### src/rtl/iob_split_pipe_pkg.sv
// +----------------------------------------------------------------------------+
// | iob_split_pipe_pkg: defaults and helpers shared by split/merge bus blocks  |
// | Rev 1.0                                                                    |
// +----------------------------------------------------------------------------+
`default_nettype none

package iob_split_pipe_pkg;

  localparam int unsigned DEF_SEL_MSB  = 31;
  localparam int unsigned DEF_SEL_W    = 2;
  localparam logic [31:0] DEF_ERR_DATA = 32'hDEAD_BEEF;

  function automatic int unsigned clog2(input int unsigned v);
    int unsigned r;
    r = 0;
    for (int i = 0; i < 32; i++) begin
      if ((64'd1 << i) < 64'(v)) r = i + 1;
    end
    return r;
  endfunction

endpackage

`default_nettype wire

### src/rtl/iob_split_tracker.sv
// +----------------------------------------------------------------------------+
// | iob_split_tracker: outstanding-request counter, target index, error slot  |
// | Rev 1.0                                                                    |
// +----------------------------------------------------------------------------+
`default_nettype none

module iob_split_tracker
  import iob_split_pipe_pkg::*;
#(
  parameter int MAX_OUT = 4,
  parameter int IDX_W   = 3
) (
  input  logic             clk,
  input  logic             rst,
  input  logic [IDX_W-1:0] idx,
  input  logic             mapped,
  input  logic             acc,
  input  logic             cur_rvalid,
  output logic             can_issue,
  output logic [IDX_W-1:0] cur_idx,
  output logic             err,
  output logic             rsp,
  output logic             busy
);

  localparam int CNT_W = clog2(MAX_OUT + 1);

  logic [CNT_W-1:0] cnt_q, cnt_d;
  logic [IDX_W-1:0] cur_idx_q, cur_idx_d;
  logic             err_q, err_d;

  // Responses from a slave other than the current target are ignored, and an
  // unmapped target never listens to slaves since its response is err_q.
  always_comb begin
    can_issue = (cnt_q == '0) | ((idx == cur_idx_q) & (cnt_q < CNT_W'(MAX_OUT)));
    rsp       = ((cnt_q != '0) & cur_rvalid) | err_q;
    cnt_d     = cnt_q + CNT_W'(acc) - CNT_W'(rsp);
    cur_idx_d = acc ? idx : cur_idx_q;
    err_d     = acc & ~mapped;
  end

  always_ff @(posedge clk or posedge rst) begin
    if (rst) begin
      cnt_q     <= '0;
      cur_idx_q <= '0;
      err_q     <= 1'b0;
    end else begin
      cnt_q     <= cnt_d;
      cur_idx_q <= cur_idx_d;
      err_q     <= err_d;
    end
  end

  assign cur_idx = cur_idx_q;
  assign err     = err_q;
  assign busy    = (cnt_q != '0);

endmodule

`default_nettype wire

### src/rtl/iob_split_pipe.sv
// +----------------------------------------------------------------------------+
// | iob_split_pipe: one master to N_SLAVES slaves, pipelined, in-order resps  |
// | Rev 1.0                                                                    |
// +----------------------------------------------------------------------------+
`default_nettype none

module iob_split_pipe
  import iob_split_pipe_pkg::*;
#(
  parameter int              N_SLAVES = 4,
  parameter int              ADDR_W   = 32,
  parameter int              DATA_W   = 32,
  parameter int              SEL_MSB  = DEF_SEL_MSB,
  parameter int              SEL_W    = DEF_SEL_W,
  parameter int              MAX_OUT  = 4,
  parameter logic [DATA_W-1:0] ERR_DATA = DATA_W'(DEF_ERR_DATA)
) (
  input  logic                       clk,
  input  logic                       rst,
  input  logic                       m_valid,
  input  logic [ADDR_W-1:0]          m_addr,
  input  logic [DATA_W-1:0]          m_wdata,
  input  logic [DATA_W/8-1:0]        m_wstrb,
  output logic                       m_ack,
  output logic                       m_rvalid,
  output logic [DATA_W-1:0]          m_rdata,
  output logic                       m_rerr,
  output logic [N_SLAVES-1:0]        s_valid,
  output logic [ADDR_W-1:0]          s_addr,
  output logic [DATA_W-1:0]          s_wdata,
  output logic [DATA_W/8-1:0]        s_wstrb,
  input  logic [N_SLAVES-1:0]        s_ack,
  input  logic [N_SLAVES-1:0]        s_rvalid,
  input  logic [N_SLAVES*DATA_W-1:0] s_rdata,
  output logic                       busy
);

  // One extra index bit so the unmapped target (index N_SLAVES) is distinct.
  localparam int IDX_W = SEL_W + 1;

  logic [SEL_W-1:0]  sel;
  logic [IDX_W-1:0]  idx;
  logic [IDX_W-1:0]  cur_idx;
  logic              mapped;
  logic              can_issue;
  logic              req_ok;
  logic              sel_ack;
  logic              cur_rvalid;
  logic [DATA_W-1:0] cur_rdata;
  logic              err;
  logic              rsp;

  assign sel    = m_addr[SEL_MSB -: SEL_W];
  assign mapped = ({1'b0, sel} < IDX_W'(N_SLAVES));
  assign idx    = mapped ? {1'b0, sel} : IDX_W'(N_SLAVES);

  // rst gating keeps the handshake quiet while the tracker is held in reset.
  assign req_ok = m_valid & can_issue & ~rst;
  assign m_ack  = req_ok & (mapped ? sel_ack : 1'b1);

  for (genvar i = 0; i < N_SLAVES; i++) begin : g_slave_valid
    assign s_valid[i] = req_ok & mapped & (idx == IDX_W'(i));
  end

  always_comb begin
    sel_ack    = 1'b0;
    cur_rvalid = 1'b0;
    cur_rdata  = '0;
    for (int i = 0; i < N_SLAVES; i++) begin
      if (idx == IDX_W'(i)) sel_ack = s_ack[i];
      if (cur_idx == IDX_W'(i)) begin
        cur_rvalid = s_rvalid[i];
        cur_rdata  = s_rdata[i*DATA_W +: DATA_W];
      end
    end
  end

  iob_split_tracker #(
    .MAX_OUT (MAX_OUT),
    .IDX_W   (IDX_W)
  ) u_tracker (
    .clk        (clk),
    .rst        (rst),
    .idx        (idx),
    .mapped     (mapped),
    .acc        (m_ack),
    .cur_rvalid (cur_rvalid),
    .can_issue  (can_issue),
    .cur_idx    (cur_idx),
    .err        (err),
    .rsp        (rsp),
    .busy       (busy)
  );

  assign s_addr   = m_addr;
  assign s_wdata  = m_wdata;
  assign s_wstrb  = m_wstrb;
  assign m_rvalid = rsp;
  assign m_rdata  = err ? ERR_DATA : cur_rdata;
  assign m_rerr   = err;

endmodule

`default_nettype wire

### config.mk
export PLATFORM = sky130hd
export DESIGN_NAME = iob_split_pipe
export DESIGN_NICKNAME = d
export VERILOG_FILES = /design/src/rtl/iob_split_pipe_pkg.sv /design/src/rtl/iob_split_tracker.sv /design/src/rtl/iob_split_pipe.sv
export SDC_FILE = /design/constraint.sdc
export NUM_CORES = 1
export LEC_CHECK = 0
export ABC_AREA = 0
export BUFFER_PORTS_ARGS = -buffer_cell sky130_fd_sc_hd__buf_2
export CAP_MARGIN = 20
export CORE_AREA = 2 2 124 126
export CTS_BUF_LIST = sky130_fd_sc_hd__clkbuf_16
export CTS_CLUSTER_DIAMETER = 50
export DETAILED_ROUTE_END_ITERATION = 7
export DIE_AREA = 0 0 126 128
export PLACE_DENSITY = 0.52
export RECOVER_POWER = 100
export SKIP_CTS_REPAIR_TIMING = 1
export SKIP_LAST_GASP = 1
export SLEW_MARGIN = 10
export SYNTH_ARGS = -nofsm -noshare
export SYNTH_HDL_FRONTEND = slang
export SYNTH_SLANG_ARGS = --single-unit
export TNS_END_PERCENT = 20
### constraint.sdc
create_clock -name clk -period 2.9 [get_ports clk]
set_clock_uncertainty 0.05 [all_clocks]
set_input_delay 0.58 -clock clk [delete_from_list [all_inputs] [get_ports clk]]
set_output_delay 0.58 -clock clk [all_outputs]
set_load 0.05 [all_outputs]
Yosys cells after proc, flatten, opt, wreduce, memory -nomap -nowiden
Cells that the tools add are included.
{ "op_classes": {"n_addsub": 2, "order_cmp": 1, "eq_ne": 7, "mux": 12, "bitwise": 11, "n_reduce_logical": 4} }
{ "ops": {"columns": ["cell", "n"], "rows": [
  ["two-way mux 32 bit", 4],
  ["bitwise AND 1 bit", 9],
  ["zero test 3 bit", 3],
  ["equality test 2 bit (second input constant)", 4],
  ["two-way mux 1 bit", 8],
  ["equality test 2 x 1 -> 1 bit (second input constant)", 2],
  ["adder 3 x 1 -> 3 bit", 1],
  ["less-than comparator 3 bit (second input constant)", 1],
  ["nonzero test 3 bit", 1],
  ["subtractor 3 x 1 -> 3 bit", 1],
  ["equality test 2 bit", 1],
  ["NOT 1 bit", 1],
  ["OR 1 bit", 1]
]} }
{ "totals": {"regBits": 5, "inputBits": 207, "word_cells": 39} }

Logic depth before layout (Yosys ltp)
Gate-level depths: netlist of the first run.
{ "logic_depth": {"depth_word": 8, "mapped_depth": 9, "ltp_nobuf": 8} }

Hierarchy
Synthesis of the first run repeated with hierarchy kept, for this count alone.
{ "hier_totals": {"hier_cells": 288, "area_unflattened_um2": 2287.2} }
{ "modules_own_cells": {"columns": ["mod", "instances", "cells_each", "area_per_inst_um2", "seq_area_each_um2"], "rows": [
  ["iob_split_pipe", 1, 261, 1936.9, 0.0],
  ["iob_split_tracker", 1, 27, 350.3, 175.2]
]} }

Least setup slack after synthesis of the first run
Ideal clock, no wire load.
{ "synth_timing": {"path_kind": "in2out", "start": "in m_addr[31]", "end": "out s_valid[2]", "arrival_time_ps": 2292, "setup_slack_ps": -22, "cell_stages": 5, "n_path_buf": 1, "cell_sequence": "buf_6 > xor2_1 > nor3_1 > a21oi_1 > nor3b_1"} }
{ "synth_via": {"elab_chain_cells": 6, "word_cells_on_any_way": 7, "cone_classes": "2 x eq/ne; 5 x bitwise"} }
{ "synth_rtl": {"columns": ["item", "line", "rtl"], "rows": [
  ["start, declared", "iob_split_pipe.sv:21", "input logic [ADDR_W-1:0] m_addr,"],
  ["equality test 2 bit", "iob_split_tracker.sv:35", "can_issue = (cnt_q == '0) | ((idx == cur_idx_q) & (cnt_q < CNT_W'(MAX_OUT)));"],
  ["bitwise AND 1 bit", "iob_split_tracker.sv:35", null],
  ["OR 1 bit", "iob_split_tracker.sv:35", null],
  ["bitwise AND 1 bit (2 in series)", "iob_split_pipe.sv:58", "assign req_ok = m_valid & can_issue & ~rst;"],
  ["bitwise AND 1 bit *", "iob_split_pipe.sv:62", "assign s_valid[i] = req_ok & mapped & (idx == IDX_W'(i));"],
  ["end, declared", "iob_split_pipe.sv:28", "output logic [N_SLAVES-1:0] s_valid,"]
]} }
Every way passes the cells marked *; elsewhere a longest branch is shown, timed or not.

Final worst setup path of the first run
{ "layout_timing": {"start": "in m_addr[31]", "end": "out s_valid[3]"} }
Same word-level chain as after synthesis.

==> impl_results.md, run 1 <==
- Status: completed
- Die Span Y: between 100 and 150 um
- Worst setup EP type: primary output
- Grt ovf: 0
- WS Path Type: in2out
- Core Rows: 45
- Data arrival, critical path: 1.94 ns
- Placed standard-cell area: 2310 um2
- CTS buffer count: 3
- Hold Vio Cnt, Final: 0
- Worst-path cell chain: buf_2 > xor2_1 > nor3_1 > a21oi_1 > and3b_1 > clkbuf_1
- Power per cell area: 684 nW/um2
- Yosys warning total: 0
- Critical Path Sink: s_valid[3]
- Clock H-tree levels: 1
- Max Root-Sink Buffers: 2
- FF-to-FF Start: u_tracker.cur_idx[0]
- Clock network fraction of design power: roughly 14%
- Yosys reg bits: 5
- Leak Pwr: approximately 1.1 nW
- Synthesized area per cell: 11.3 um2
- Final Critical Period: 2.57 ns
- Initial antenna violation count: 0
- CP max FO: 9
- Fin util: 15.7%
- Post-Layout Inst Area: about 2300 um2
- Actual slew at the worst max-slew pin: 0.666 ns
- Worst path top cell family by delay: buffers and inverters
- Vias in the first global route: 1703
- Fin nets: about 470
- Unrepaired setup endpoints after global routing: no
- Iteration-0 DRC Markers: 21
- Commonest non-fill, non-tap cell in the layout: buf_2
- Clock transition at path regs: 0.03 ns
- Logic pwr share: 77.2%
- FF-to-FF End: u_tracker.cnt_q[2]
- Max-slew violation count: 0
- Layout cells sized above 1: between 70% and 80%
- Core area: approximately 15000 um2
- Fmax: 389 MHz
- Wire length per cell: 15.1 um
- CP peak stage delay: 0.47 ns
- Average vias per placed instance: 3.63
- Critical Path Start: m_addr[31]
- Die ar.: 16100 um2
- Cell Int Power: 0.000668 W
- Sw frac: approximately 58%
- Overall Global Routing Usage: 7.56%
- Post-Syn Nets: 361
- Fraction of the yosys area taken by sequential cells: between 7 and 8%
- Area grow syn2layout: 36.5%
- First-pass GRT wire length: 9370 um
- Final Hold Slack: approximately 0.21 ns
- NetSw: roughly 0.00093 W
- Remaining antenna violation count: 0
- Commonest cells after routing, fill and taps aside: 141 x buf_2, 39 x clkbuf_1, 33 x mux4_2
- WP depth: 6
- Via count: between 1500 and 2000
- IO buf count: 181
- Sequential fraction of design power: 8.8%
- Cells after synthesis: 151
- DRC violation count after routing: 0
- Reg2Reg Depth: 8
- Mapped cell area: 1710 um2
- Max VDD drop: approximately 0.00030 V
- Placer Congestion: approximately 0.7
- Flop-to-flop setup slack: 0.39 ns
- Setup WS pre-CTS: 0.202 ns
- WP buf/inv: 2
- DP HPWL: 6110 um
- Final worst setup slack: 0.328 ns
- Diode count: 0
- Drt total wl: 6770 um
- Critical Path RT: 2.27 ns
- Clk Latency, worst-skew pair: 0.23 ns
- Die X: between 100 and 150 um
- Starting Density: between 10% and 20%
- Final worst path period share: 88.7%
- Largest net degree at the start of global routing: 37
- HP Class: in2async
- Worst path slowest cell: clkbuf_1
- Setup TNS: 0 ns
- Worst Setup Start Kind: input pin
- CTS sink count: 5
- Number of max-cap violations: 0
- Pre-antenna DRT Iters: 2
- Final setup viols: 0
- Clock root buffer: clkbuf_16
- # IOs: 315
- Slew HR: 55.8%
- CTS tree: done
- Distinct cells, synth: 31
## how the worst min path moves through the flow
stage | startpoint | endpoint | slack, ns | cells after the start
after floorplan | rst | u_tracker.cnt_q[0] | 0.31 | 1
after global placement | rst | u_tracker.cnt_q[0] | 0.46 | 2
after detailed placement | rst | u_tracker.cnt_q[0] | 0.45 | 2
after CTS | rst | u_tracker.cnt_q[2] | 0.22 | 2
after global routing | rst | u_tracker.cnt_q[0] | 0.23 | 2
final | rst | u_tracker.cnt_q[0] | 0.21 | 2
## synth_stat cells
master,count,area [um2]
o22ai_1,1,6.26
o211ai_1,1,7.51
ha_1,2,25.0
and3b_1,1,8.76
mux2_2,1,11.3
and2_1,1,6.26
buf_2,3,15.0
xnor2_1,2,17.5
conb_1,1,3.75
a21oi_1,2,10.0
nor3_1,2,10.0
nor4_1,1,6.26
inv_1,6,22.5
mux2_4,1,15.0
or2_2,1,6.26
clkbuf_1,2,7.51
mux2i_1,1,10.0
or4_4,1,11.3
xor2_1,1,8.76
nand2_2,1,6.26
nand2b_4,1,13.8
dfrtp_1,5,125
mux4_2,33,743
fa_1,1,20.0
nand2_1,1,3.75
buf_6,1,11.3
o21ai_0,1,5.00
nor3b_1,2,15.0
a21oi_2,1,8.76
buf_4,72,541
or3_2,1,7.51
## area by class of cell
class                           count  area [um2]
Clock buffer                        3        75.1
Fill cell                        1708       12500
Multi-Input combinational cell     62         985
Sequential cell                     5         126
Clock inverter                      1        3.75
Tap cell                          188         235
Timing Repair Buffer              183         885
Inverter                            6        22.5
## kinds of logic (layout without fill, tap and decap cells)
family                   after synthesis  count (layout)  synth area share, %
buffers and inverters                 84             193                 34.9
AND/OR/NAND/NOR                       13              13                 5.56
XOR/XNOR                               3               3                 1.54
AO/OA/AOI/OAI                          6               6                 2.20
adder cells (fa/ha/maj)                3               3                 2.64
other                                  1               1                0.219
multiplexers                          36              36                 45.6
flip-flops                             5               5                 7.32
## routing by layer
layer | GRT usage [%] | routed length (um) | part of all wire [%]
met1 | 7.80 | 2330 | 34
met2 | 14.7 | 3550 | 52
met5 | 0 | 0 | 0
met3 | 2.00 | 711 | 11
met4 | 2.46 | 177 | 2.6
## power by group through the flow
| stage | combinational (W) | clock, W | sequential (W) |
|---|---|---|---|
| global placement | 0.00127 | 0 | 0.000143 |
| global route | 0.00131 | 0.000234 | 0.000146 |
| floorplan | 0.00123 | 0 | 0.000122 |
| finish | 0.00123 | 0.000224 | 0.000140 |
| detailed placement | 0.00129 | 0 | 0.000143 |
| CTS | 0.00129 | 0.000226 | 0.000143 |
## state kept, by name, summed over array words and instances (netlist names)
| register | flops |
|---|---|
| u_tracker.cnt_q | 3 |
| u_tracker.cur_idx | 2 |
## metrics by stage
stage | total power, W | cells
after floorplan | 0.00136 | 151
after CTS | 0.00166 | 448
final | 0.00159 | 448
after detailed placement | 0.00143 | 444
after global routing | 0.00169 | 448
after global placement | 0.00141 | 444
Note: power is estimated with default switching activity, not from simulation.
==> inputs of run 2 (changes only) <==
Settings changed: CORE_AREA 2 2 124 126 to 2 2 121 123, DIE_AREA 0 0 126 128 to 0 0 123 125, PLACE_DENSITY 0.52 to unset, PLACE_DENSITY_LB_ADDON set to 0.05.
==> impl_results.md, run 2 (synthesis gave the netlist of run 1 again) <==
- Commonest non-fill, non-tap cell in the layout: buf_2
- Commonest cells after routing, fill and taps aside: 165 x buf_2, 33 x mux4_2, 9 x clkbuf_1
- DRC violation count after routing: 0 (unchanged)
- Worst-path cell chain: clkbuf_2 > mux4_2 > buf_2
- Die ar.: 15400 um2 (-4.7%)
- DP HPWL: 6910 um (+13%)
- First-pass GRT wire length: 10700 um (+14%)
- Remaining antenna violation count: 0 (unchanged)
- Number of max-cap violations: 0 (unchanged)
- Largest net degree at the start of global routing: 37 (unchanged)
- Tot Pwr: 0.00164 W (+2.6%)
- Grt ovf: 0 (unchanged)
- Largest Register: u_tracker.cnt_q
- Clock H-tree levels: 1 (unchanged)
- Setup TNS: 0 ns (unchanged)
- Post-Layout Inst Area: 2360 um2 (+1.3%)
- IO buf count: 181 (unchanged)
- FF-to-FF End: u_tracker.cnt_q[2]
- Cell Count, Final, Fillers Out: 444 (-0.89%)
- CTS tree: done
- Die X: 123 um (-2.4%)
- Max-slew violation count: 0 (unchanged)
- Core Rows: 44 (-2.2%)
- Final setup viols: 0 (unchanged)
- Data arrival, critical path: 2.05 ns (+0.11 ns)
- CP max FO: 32 (+23)
- Final worst path period share: 92.5% (+3.8 points)
- CP peak stage delay: 0.74 ns (+0.27 ns)
- FF-to-FF Start: u_tracker.cur_idx[0]
- Die Span Y: 125 um (-2.3%)
- CTS sink count: 5 (unchanged)
- Status: completed
- Fmax: 373 MHz (-4.1%)
- Via count: 1640 (+0.92%)
- Clock transition at path regs: 0.04 ns (about the same)
- Critical Path Sink: m_rdata[15]
- Worst path top cell family by delay: buffers and inverters
- Power per cell area: 692 nW/um2 (+1.2%)
- Flop-to-flop setup slack: 0.41 ns (+0.02 ns)
- Max reg flops: 3 (unchanged)
- Drt total wl: 7880 um (+16%)
- Final worst setup slack: 0.218 ns (-0.109 ns)
- M1 wire length: 2520 um (+8.2%)
- HP Class: in2async
- Fin nets: 471 (unchanged)
- Area grow syn2layout: 38.3%
- Iteration-0 DRC Markers: 21 (unchanged)
- Placer Congestion: 0.681 (about the same)
- Clk Latency, worst-skew pair: 0.23 ns (about the same)
- WP depth: 3 (-3)
- Actual slew at the worst max-slew pin: 0.931 ns (+0.266 ns)
- Highest metal used: met5
- Slew HR: 37.9% (-18 points)
- DR WL met3: 1140 um (+61%)
- # IOs: 315 (unchanged)
- Vias in the first global route: 1802 (+5.8%)
- Hold Vio Cnt, Final: 0 (unchanged)
- Max Root-Sink Buffers: 2 (unchanged)
- WP buf/inv: 2 (unchanged)
- Met2 wire len: 4110 um (+16%)
- Unrepaired setup endpoints after global routing: no
- Core area: 14200 um2 (-4.4%)
- CTS buffer count: 3 (unchanged)
- Pre-antenna DRT Iters: 4 (+2)
- Final Critical Period: 2.68 ns (+0.109 ns)
- Max VDD drop: 0.000172 V (-43%)
- Starting Density: 12.0% (+0.53 points)
- Clock root buffer: clkbuf_16
- WS Path Type: reg2out
- Wire length per cell: 17.8 um (+18%)
- Worst Setup Start Kind: flip-flop
- Critical Path RT: 2.27 ns (about the same)
- Diode count: 0 (unchanged)
- Layout cells sized above 1: 84.2% (+12 points)
- Reg2Reg Depth: 8 (unchanged)
- Worst path slowest cell: clkbuf_2
- Critical Path Start: u_tracker.cur_idx[1]
- Worst setup EP type: primary output
- Average vias per placed instance: 3.69 (+1.8%)
- Placed standard-cell area: 2310 um2 (-0.22%)
- Setup WS pre-CTS: 0.222 ns (+0.0200 ns)
- Initial antenna violation count: 1 (+1)
- Placed cells: 440 (-0.90%)
- Leak Pwr: 1.16 nW (+7.7%)
- Overall Global Routing Usage: 9.31% (+1.7 points)
[run 2: cell types whose count changed in the layout (fill, tap and decap cells not counted), sizes merged]
cell / before / now
clkbuf: 43 / 20
clkinv: 0 / 1
buf: 143 / 166
inv: 7 / 6
[run 2: metal layers]
metal,global-route usage [%],up-vias
met5,0,-
met4,1.60,2
met3,4.06,22
met2,18.6,137
met1,8.54,768
li1,-,711
[run 2: final cells by class]
cell class | count | area (um2)
inverter | 6 | 22.5
sequential | 5 | 126
clock buffer | 3 | 75.1
fill | 1629 | 11800
clock inverter | 1 | 5.00
tap | 184 | 230
timing repair buffer | 183 | 920
multi-input combinational | 62 | 985
[run 2: worst min path at each step]
stage	start	endpoint	slack [ns]	cells after the start
after floorplan	rst	u_tracker.cnt_q[0]	0.31	1
after global placement	rst	u_tracker.cnt_q[0]	0.47	2
after detailed placement	rst	u_tracker.cnt_q[2]	0.47	2
after CTS	rst	u_tracker.cnt_q[2]	0.23	2
after global routing	rst	u_tracker.cnt_q[2]	0.23	2
final	rst	u_tracker.cnt_q[2]	0.21	2
[run 2: stage by stage]
step	hold slack, ns	util, %
after floorplan	0.309	-
after global placement	0.470	16.2
after detailed placement	0.469	16.2
after CTS	0.230	16.8
after global routing	0.232	16.6
final	0.214	16.6
[run 2: worst register-to-register path, stage by stage (launching register included)]
cell and delay (ns):
dfrtp_1 0.43, mux4_2 0.54, and2_1 0.20, ha_1 0.28, inv_1 0.04, ha_1 0.18
fa_1 0.37, xnor2_1 0.14, xnor2_1 0.13
[run 2: power breakdown]
group / switching (W) / internal, W / total (W)
Sequential: 0.0000387 / 0.000103 / 0.000142
Combinational: 0.000847 / 0.000422 / 0.00127
Clock: 0.0000453 / 0.000180 / 0.000225
Total: 0.000931 / 0.000706 / 0.00164
